==> src/rtl/io_port_bank.sv <==
// Memory-mapped bank of NUM_PORTS input/output ports: synchronised inputs, output readback,
// per-port change flags with clear-on-read, and a maskable irq. Define IO_PORT_STROBE_EN for out_strobe.
module io_port_bank #(
  parameter int                DATA_W      = 8,
  parameter int                ADDR_W      = 8,
  parameter int                NUM_PORTS   = 16,
  parameter logic [ADDR_W-1:0] OUT_BASE    = 8'hE0,
  parameter logic [ADDR_W-1:0] IN_BASE     = 8'hF0,
  parameter logic [ADDR_W-1:0] CTRL_BASE   = 8'hDE,
  parameter int                SYNC_STAGES = 2
) (
  input  logic                        clk,
  input  logic                        reset,
  input  logic [ADDR_W-1:0]           address,
  input  logic [DATA_W-1:0]           data_in,
  input  logic                        write,
  input  logic                        rd,
  output logic [DATA_W-1:0]           data_out,
  output logic                        rd_valid,
  input  logic [NUM_PORTS*DATA_W-1:0] port_in,
  output logic [NUM_PORTS*DATA_W-1:0] port_out,
  output logic [NUM_PORTS-1:0]        chg,
`ifdef IO_PORT_STROBE_EN
  output logic [NUM_PORTS-1:0]        out_strobe,
`endif
  output logic                        irq
);

  localparam int MASK_BYTES = (NUM_PORTS + DATA_W - 1) / DATA_W;
  localparam int IDX_W      = (NUM_PORTS > 1) ? $clog2(NUM_PORTS) : 1;
  localparam int CIDX_W     = (MASK_BYTES > 1) ? $clog2(MASK_BYTES) : 1;
  localparam int PRIME_MAX  = SYNC_STAGES + 1;
  localparam int PRIME_W    = $clog2(PRIME_MAX + 1);
  localparam logic [ADDR_W-1:0] NP_A = ADDR_W'(NUM_PORTS);
  localparam logic [ADDR_W-1:0] MB_A = ADDR_W'(MASK_BYTES);

  function automatic bit win_overlap(input int a, input int la, input int b, input int lb);
    return (a < b + lb) && (b < a + la);
  endfunction

  if (win_overlap(int'(OUT_BASE), NUM_PORTS, int'(IN_BASE), NUM_PORTS) ||
      win_overlap(int'(OUT_BASE), NUM_PORTS, int'(CTRL_BASE), MASK_BYTES) ||
      win_overlap(int'(IN_BASE), NUM_PORTS, int'(CTRL_BASE), MASK_BYTES)) begin : g_err_overlap
    $error("io_port_bank: OUT/IN/CTRL address windows overlap");
  end
  if (NUM_PORTS < 1 || NUM_PORTS > 16) begin : g_err_ports
    $error("io_port_bank: NUM_PORTS must be 1..16");
  end
  if (SYNC_STAGES < 2) begin : g_err_sync
    $error("io_port_bank: SYNC_STAGES must be at least 2");
  end

  // Window decode: wrap-around subtraction makes addresses below the base land out of range
  logic [ADDR_W-1:0] w_out_off, w_in_off, w_ctrl_off;
  logic              w_out_hit, w_in_hit, w_ctrl_hit;
  logic [IDX_W-1:0]  w_out_idx, w_in_idx;
  logic [CIDX_W-1:0] w_ctrl_idx;

  assign w_out_off  = address - OUT_BASE;
  assign w_in_off   = address - IN_BASE;
  assign w_ctrl_off = address - CTRL_BASE;
  assign w_out_hit  = (w_out_off < NP_A);
  assign w_in_hit   = (w_in_off < NP_A);
  assign w_ctrl_hit = (w_ctrl_off < MB_A);
  assign w_out_idx  = w_out_off[IDX_W-1:0];
  assign w_in_idx   = w_in_off[IDX_W-1:0];
  assign w_ctrl_idx = w_ctrl_off[CIDX_W-1:0];

  logic [NUM_PORTS*DATA_W-1:0] r_sync [SYNC_STAGES];
  logic [NUM_PORTS*DATA_W-1:0] r_prev;
  logic [DATA_W-1:0]           r_out [NUM_PORTS];
  logic [DATA_W-1:0]           w_in_port [NUM_PORTS];
  logic [NUM_PORTS-1:0]        w_diff, w_set, w_clr;
  logic [NUM_PORTS-1:0]        r_mask, r_chg;
  logic [PRIME_W-1:0]          r_prime;
  logic                        w_primed;
  logic                        r_irq, r_rdv;
  logic [DATA_W-1:0]           r_dout, w_rdata;
  logic [MASK_BYTES*DATA_W-1:0] w_mask_pad;

  for (genvar g = 0; g < NUM_PORTS; g++) begin : g_port
    assign w_in_port[g] = r_sync[SYNC_STAGES-1][g*DATA_W +: DATA_W];
    assign port_out[g*DATA_W +: DATA_W] = r_out[g];
    assign w_diff[g] = |(r_sync[SYNC_STAGES-1][g*DATA_W +: DATA_W] ^ r_prev[g*DATA_W +: DATA_W]);
  end

  always_ff @(posedge clk) begin
    if (reset) begin
      for (int s = 0; s < SYNC_STAGES; s++) r_sync[s] <= '0;
      r_prev <= '0;
    end else begin
      r_sync[0] <= port_in;
      for (int s = 1; s < SYNC_STAGES; s++) r_sync[s] <= r_sync[s-1];
      r_prev <= r_sync[SYNC_STAGES-1];
    end
  end

  // Prime: the chain and prev fill with the live inputs before any difference is trusted
  assign w_primed = (r_prime == PRIME_W'(PRIME_MAX));

  always_ff @(posedge clk) begin
    if (reset) r_prime <= '0;
    else if (!w_primed) r_prime <= r_prime + PRIME_W'(1);
  end

  assign w_set = w_primed ? w_diff : '0;
  assign w_clr = (rd && w_in_hit) ? (NUM_PORTS'(1) << w_in_idx) : '0;

  always_ff @(posedge clk) begin
    if (reset) begin
      r_chg <= '0;
      r_irq <= 1'b0;
    end else begin
      r_chg <= (r_chg & ~w_clr) | w_set;
      r_irq <= |(r_chg & r_mask);
    end
  end

  always_ff @(posedge clk) begin
    if (reset) begin
      for (int i = 0; i < NUM_PORTS; i++) r_out[i] <= '0;
    end else if (write && w_out_hit) begin
      r_out[w_out_idx] <= data_in;
    end
  end

  always_ff @(posedge clk) begin
    if (reset) begin
      r_mask <= '0;
    end else if (write && w_ctrl_hit) begin
      for (int i = 0; i < NUM_PORTS; i++)
        if (i / DATA_W == int'(w_ctrl_idx)) r_mask[i] <= data_in[i % DATA_W];
    end
  end

  // Read mux sees pre-edge state, so a same-cycle write is not yet visible
  always_comb begin
    w_mask_pad = '0;
    w_mask_pad[NUM_PORTS-1:0] = r_mask;
    w_rdata = '0;
    if (w_in_hit)        w_rdata = w_in_port[w_in_idx];
    else if (w_out_hit)  w_rdata = r_out[w_out_idx];
    else if (w_ctrl_hit) w_rdata = w_mask_pad[w_ctrl_idx*DATA_W +: DATA_W];
  end

  always_ff @(posedge clk) begin
    if (reset) begin
      r_dout <= '0;
      r_rdv  <= 1'b0;
    end else begin
      r_rdv <= rd;
      if (rd) r_dout <= w_rdata;
    end
  end

`ifdef IO_PORT_STROBE_EN
  logic [NUM_PORTS-1:0] r_strobe;

  always_ff @(posedge clk) begin
    if (reset) r_strobe <= '0;
    else r_strobe <= (write && w_out_hit) ? (NUM_PORTS'(1) << w_out_idx) : '0;
  end

  assign out_strobe = r_strobe;
`else
  // No write strobe in this build.
`endif

  assign data_out = r_dout;
  assign rd_valid = r_rdv;
  assign chg      = r_chg;
  assign irq      = r_irq;

endmodule

==> config.mk <==
export PLATFORM = sky130hd
export DESIGN_NAME = io_port_bank
export DESIGN_NICKNAME = d
export VERILOG_FILES = /design/src/rtl/io_port_bank.sv
export SDC_FILE = /design/constraint.sdc
export NUM_CORES = 1
export LEC_CHECK = 0
export ABC_AREA = 1
export CAP_MARGIN = 10
export CORE_AREA = 2 2 193 195
export DETAILED_ROUTE_END_ITERATION = 6
export DIE_AREA = 0 0 195 197
export GPL_ROUTABILITY_DRIVEN = 0
export GPL_TIMING_DRIVEN = 0
export PLACE_DENSITY = 0.86
export SLEW_MARGIN = 20
export SYNTH_ARGS = -nofsm -noshare
export SYNTH_HDL_FRONTEND = slang
export SYNTH_SLANG_ARGS = --single-unit
==> constraint.sdc <==
create_clock -name clk -period 6.4 [get_ports clk]
set_input_delay 1.28 -clock clk [delete_from_list [all_inputs] [get_ports clk]]
set_output_delay 1.28 -clock clk [all_outputs]
set_load 0.01 [all_outputs]
==> run metrics, run 1 <==
Hold Crit Class reg -> reg; Hold EP r_sync[0][134]; Synth Instances 2578; core area 36300 um^2; status finished, violations left; CP Capture Type register; synthesized area per cell 8.25 um^2; Overflow after GRT 0; DRC viols 2; r2r setup slk 4.05 ns; Peak supply drop 0.000245 V; CP max stage delay 0.71 ns; die footprint 38400 um^2; Syn Nets 2730; Period Utilization, post-route 59.9%; final-report setup violation count 0; vias per cell 5.50; final net count 3083; post_cts resized 0; dominant cell type by area after synthesis dfxtp_1; Leak 11.3 nW; Starting Density 58.7%; hpwl dp 47900 um; worst hold margin 0.396 ns; Post-synth EDFFs 128; clk slew on worst S/H paths 0.06 ns; Max-Slew Margin vs Limit 31.5%; TritonCTS Buffers 52; share of the synthesized area in the top cell type 40.3%; Reg2Reg Launch Point r_prime[0]; Layout Area Growth over Synthesis 25.0%; Worst setup SP type input port; crit path buf inv count 4; Final min period 3.84 ns; Setup Skew 0.0186 ns; DIE HEIGHT 197 um; TritonCTS clock tree yes; top post-synthesis cells by count 584 x nor2_1, 428 x dfxtp_1, 426 x inv_1; crit-path max FO 10; Horiz. Die Dim 195 um; total number of vias 18937; initial antenna violation count 3; fraction of layout cells with a size suffix above 1 6.59%; root buffer cell clkbuf_16; Syn. warnings 0; setup TNS 0 ns; pwr dens 291 nW/um^2; Max clock buf depth 3; final antenna-violating net count 0; critical path's top delay family buffers and inverters; I/O pin cnt 302; WL/cell 19.2 um; Sink Count 556; top-count cell post-synth nor2_1; ys flop type dfxtp_1; clk_lat worst skew 0.58 ns; Hold Path Stages 2; Placed Area 24900 um^2; critical path depth 7; H-Tree Depth 2; Total Power 7.73 mW; R2R cell count 5; maxcap violations 0; pre-CTS WS 2.21 ns; Max Slew Vio Count 0; vias in the first global route 18618; fmax 261 MHz; RSZ-0062 raised after global routing false; Yosys reg bits 556; crit path kind in -> reg; TritonRoute pass-1 iters 7; Yosys cell types 39; highest-delay cell along the critical path clkbuf_1; CP required 6.63 ns; port bufs 299; CP Cell Sequence clkdlybuf4s50_1 -> buf_4 -> nand2_2 -> inv_1 -> clkbuf_1 -> nand3_2 -> nand2_1; Row Count 70; RR Endpoint chg[11]; routed wire length 66000 um; first-pass GRT wire length 98900 um; min setup slack post-route 2.56 ns; CTS Hold Buffers Added 0; final non-filler cell area 26600 um^2; Worst-Margin Slew 1.03 ns; worst hold path startpoint r_sync[0][6]; top cells by area, synth dfxtp_1 40%, edfxtp_1 18%, nor2_1 10%; initial drt markers 2392; synthesized cell area 21300 um^2; Hold Violations, Final 0; Global Route Usage Sum 33.7%; data arrival time of the worst path 4.07 ns; largest net degree at the start of global routing 16; failing checks design-rule violations; asr flop ratio synth 0%; setup bufs post-CTS 0; Seq/Total Area, Yosys 58.3%
==> cell type report <==
| class | count | area [um^2] |
|---|---|---|
| fill | 2534 | 9670 |
| sequential | 556 | 12400 |
| buffer | 107 | 460 |
| clock buffer | 77 | 1560 |
| antenna | 2 | 5.00 |
| clock inverter | 19 | 175 |
| inverter | 436 | 1640 |
| multi-input combinational | 1479 | 6770 |
| timing repair buffer | 299 | 2990 |
| tap | 468 | 586 |
==> layout by cell type, fill, tap and decap left out, types with 3 or more instances in the layout <==
cell type          n
inv_2              7
or2_2             49
o21ai_0           23
clkinvlp_4         3
nor2_1           584
nor2_2             5
clkbuf_1          74
a22oi_1           14
o211ai_1           8
nand4_1           45
o221ai_1           4
nand2_2           12
clkbuf_8          12
dfxtp_1          428
xnor2_1           69
a221oi_1           4
clkinv_1           3
nand2_1          423
o21ai_1            7
inv_1            426
o31ai_1            8
nor3_1            10
nand3_2            4
nand3_1          127
ha_1               4
edfxtp_1         128
clkinv_2          10
nand3b_1           3
clkdlybuf4s50_1  299
buf_1             14
buf_4              5
a21oi_1           65
clkbuf_16         54
buf_2             23
==> how the worst max path moves through the flow <==
stage,to,startpoint
finish,r_out[15][2],address[1]
floorplan,r_out[0][0],address[5]
detailed placement,r_out[15][2],address[1]
global route,r_out[14][0],address[1]
CTS,r_out[15][5],address[1]
global placement,r_out[15][1],address[1]
==> cell families after synthesis <==
kind of cell | count (synthesis) | synth area share, %
multiplexers | 1 | 0.0470
adder cells (fa/ha/maj) | 4 | 0.235
XOR/XNOR | 70 | 2.88
flip-flops | 556 | 58.3
buffers and inverters | 543 | 9.86
AO/OA/AOI/OAI | 138 | 3.82
AND/OR/NAND/NOR | 1266 | 24.8
==> report_power, final <==
part	switching [mW]	internal [mW]	total (mW)	leakage, nW
logic	0.461	0.326	0.787	5.69
clock network	1.32	1.77	3.09	0.856
registers	0.110	3.75	3.86	4.73
==> stage by stage <==
step | util [%] | cells
floorplan | - | 2578
global route | 73.3 | 3443
global placement | 68.5 | 3345
detailed placement | 68.5 | 3345
CTS | 73.3 | 3441
finish | 73.3 | 3443
==> routing by layer <==
layer | global-route usage (%) | wire length [um] | vias to the layer above
li1 | - | - | 8557
met1 | 37.8 | 22200 | 8535
met2 | 54.9 | 29900 | 1443
met3 | 9.96 | 8350 | 398
met4 | 24.8 | 5500 | 4
met5 | 0 | 43 | -
==> state kept, by name, summed over array words and instances, names as in the netlist <==
signal    count
chg          16
data_out      8
irq           1
r_mask       16
r_out       128
r_prev      128
r_prime       2
r_sync      256
rd_valid      1
==> tightest hold or removal path, delay by kind of cell (launching register included) <==
family / cells / cell delay, ns
and+or+nand+nor: 1 / 0.03
buffers and inverters: 1 / 0.04
DFF: 1 / 0.29
Note: power is estimated with default switching activity, not from simulation.
==> run 2: changes to the inputs <==
Settings changed: CORE_AREA 2 2 193 195 to 2 2 212 214, DIE_AREA 0 0 195 197 to 0 0 214 216, PLACE_DENSITY 0.86 to 0.76.
Clock period 6.4 ns to 3.31 ns, I/O delays scaled along.
==> run metrics, run 2 (same netlist as run 1, synthesis figures left out) <==
root buffer cell clkbuf_16; GR Util met1 34.5%; GR Layer Usage met3 6.98%; Max-Slew Margin vs Limit 32.7%; TritonCTS Buffers 52; TritonRoute pass-1 iters 7; routed wire length 66200 um; fraction of layout cells with a size suffix above 1 6.66%; fmax 328 MHz; Starting Density 48.5%; Row Count 77; Worst-Margin Slew 1.01 ns; Most Used Layer, Global Route met2; die footprint 46200 um^2; ant diodes 0; Worst setup SP type input port; first-pass GRT wire length 99200 um; data arrival time of the worst path 3.30 ns; max reg flops 256; initial antenna violation count 0; most frequent cells in the layout 584 x nor2_1, 428 x dfxtp_1, 426 x inv_1; clk slew on worst S/H paths 0.06 ns; core area 43800 um^2; Layout Area Growth over Synthesis 26.1%; Leak 11.3 nW; vias per cell 5.13; met2 Use GR 45.7%; final net count 3083; largest net degree at the start of global routing 17; Hold Violations, Final 0; port bufs 299; worst hold margin 0.395 ns; crit-path max FO 10; Peak supply drop 0.000410 V; Sink Count 556; Period Utilization, post-route 92.0%; H-Tree Depth 2; final-report setup violation count 0; vias in the first global route 17842; Total Power 15.2 mW; r2r setup slk 1.10 ns; failing checks design-rule violations; hpwl dp 49600 um; Setup Skew 0.0148 ns; Max Slew Vio Count 0; DRC viols 12; largest registers r_sync x256, r_out x128, r_prev x128; CTS Hold Buffers Added 0; Final min period 3.05 ns; RSZ-0062 raised after global routing false; largest reg by FF count r_sync; maxcap violations 0; status finished, violations left; CP Capture Type register; Global Route Usage Sum 28.0%; TritonCTS clock tree yes; Max clock buf depth 3; CP required 3.56 ns; pwr dens 567 nW/um^2; post_cts resized 0; DIE HEIGHT 216 um; crit path kind in -> reg; I/O pin cnt 302; commonest non-fill, non-tap cell in the layout nor2_1; WL/cell 18.6 um; total number of vias 18275; clk_lat worst skew 0.60 ns; Hold Crit Class reg -> reg; initial drt markers 2332; Overflow after GRT 0; setup bufs post-CTS 0; final antenna-violating net count 0; Horiz. Die Dim 214 um
run 2: cell count changes in the layout (fill, tap and decap cells not counted), sizes merged:
| cell | delta |
|---|---|
| bufinv | +4 |
| inv | +3 |
| clkinv | +3 |
| clkbuf | -13 |
| clkinvlp | +3 |
| diode | -2 |
run 2: stage by stage:
step / TNS, ns / worst slack (ns) / util (%) / std cells / instance area [um^2]
4_1_cts: 0 / 0.361 / 61.2 / 3565 / 26800
6_report: 0 / 0.265 / 61.2 / 3565 / 26800
5_1_grt: 0 / 0.144 / 61.2 / 3565 / 26800
3_5_place_dp: -20.43 / -0.239 / 57.1 / 3469 / 25000
3_3_place_gp: -12.34 / -0.164 / 57.1 / 3469 / 25000
2_1_floorplan: 0 / 0.918 / - / 2578 / 21300
run 2: cell type report:
cell class / count / area [um^2]
fill: 3692 / 17000
sequential: 556 / 12400
multi-input combinational: 1479 / 6770
timing repair buffer: 299 / 2990
inverter: 436 / 1640
clock buffer: 64 / 1450
tap: 592 / 741
buffer: 107 / 460
clock inverter: 32 / 362
run 2: per-layer routing:
layer | up-vias | share of wire [%]
li1 | 8544 | -
met4 | 0 | 5.2
met5 | - | 0
met2 | 1094 | 46
met3 | 220 | 11
met1 | 8417 | 38
run 2: final timing paths:
check / startpoint / end / cells after the start
max: address[5] / r_out[8][6] / 9
min: r_sync[0][30] / r_sync[0][158] / 2
max reg2reg: r_prime[0] / chg[11] / 5
min reg2reg: r_sync[0][30] / r_sync[0][158] / 2
run 2: power by group:
part | switching, mW | total, mW | internal (mW)
Combinational | 0.877 | 1.51 | 0.629
Clock | 2.64 | 6.25 | 3.61
Sequential | 0.216 | 7.46 | 7.24
Total | 3.73 | 15.2 | 11.5
run 2: critical path, stage by stage:
cell	delay [ns]
clkdlybuf4s50_1	0.56
ha_1	0.30
inv_1	0.06
nor2_1	0.07
nor2_2	0.14
nand4_4	0.20
nor3_4	0.46
nand2_1	0.40
nand2_1	0.43
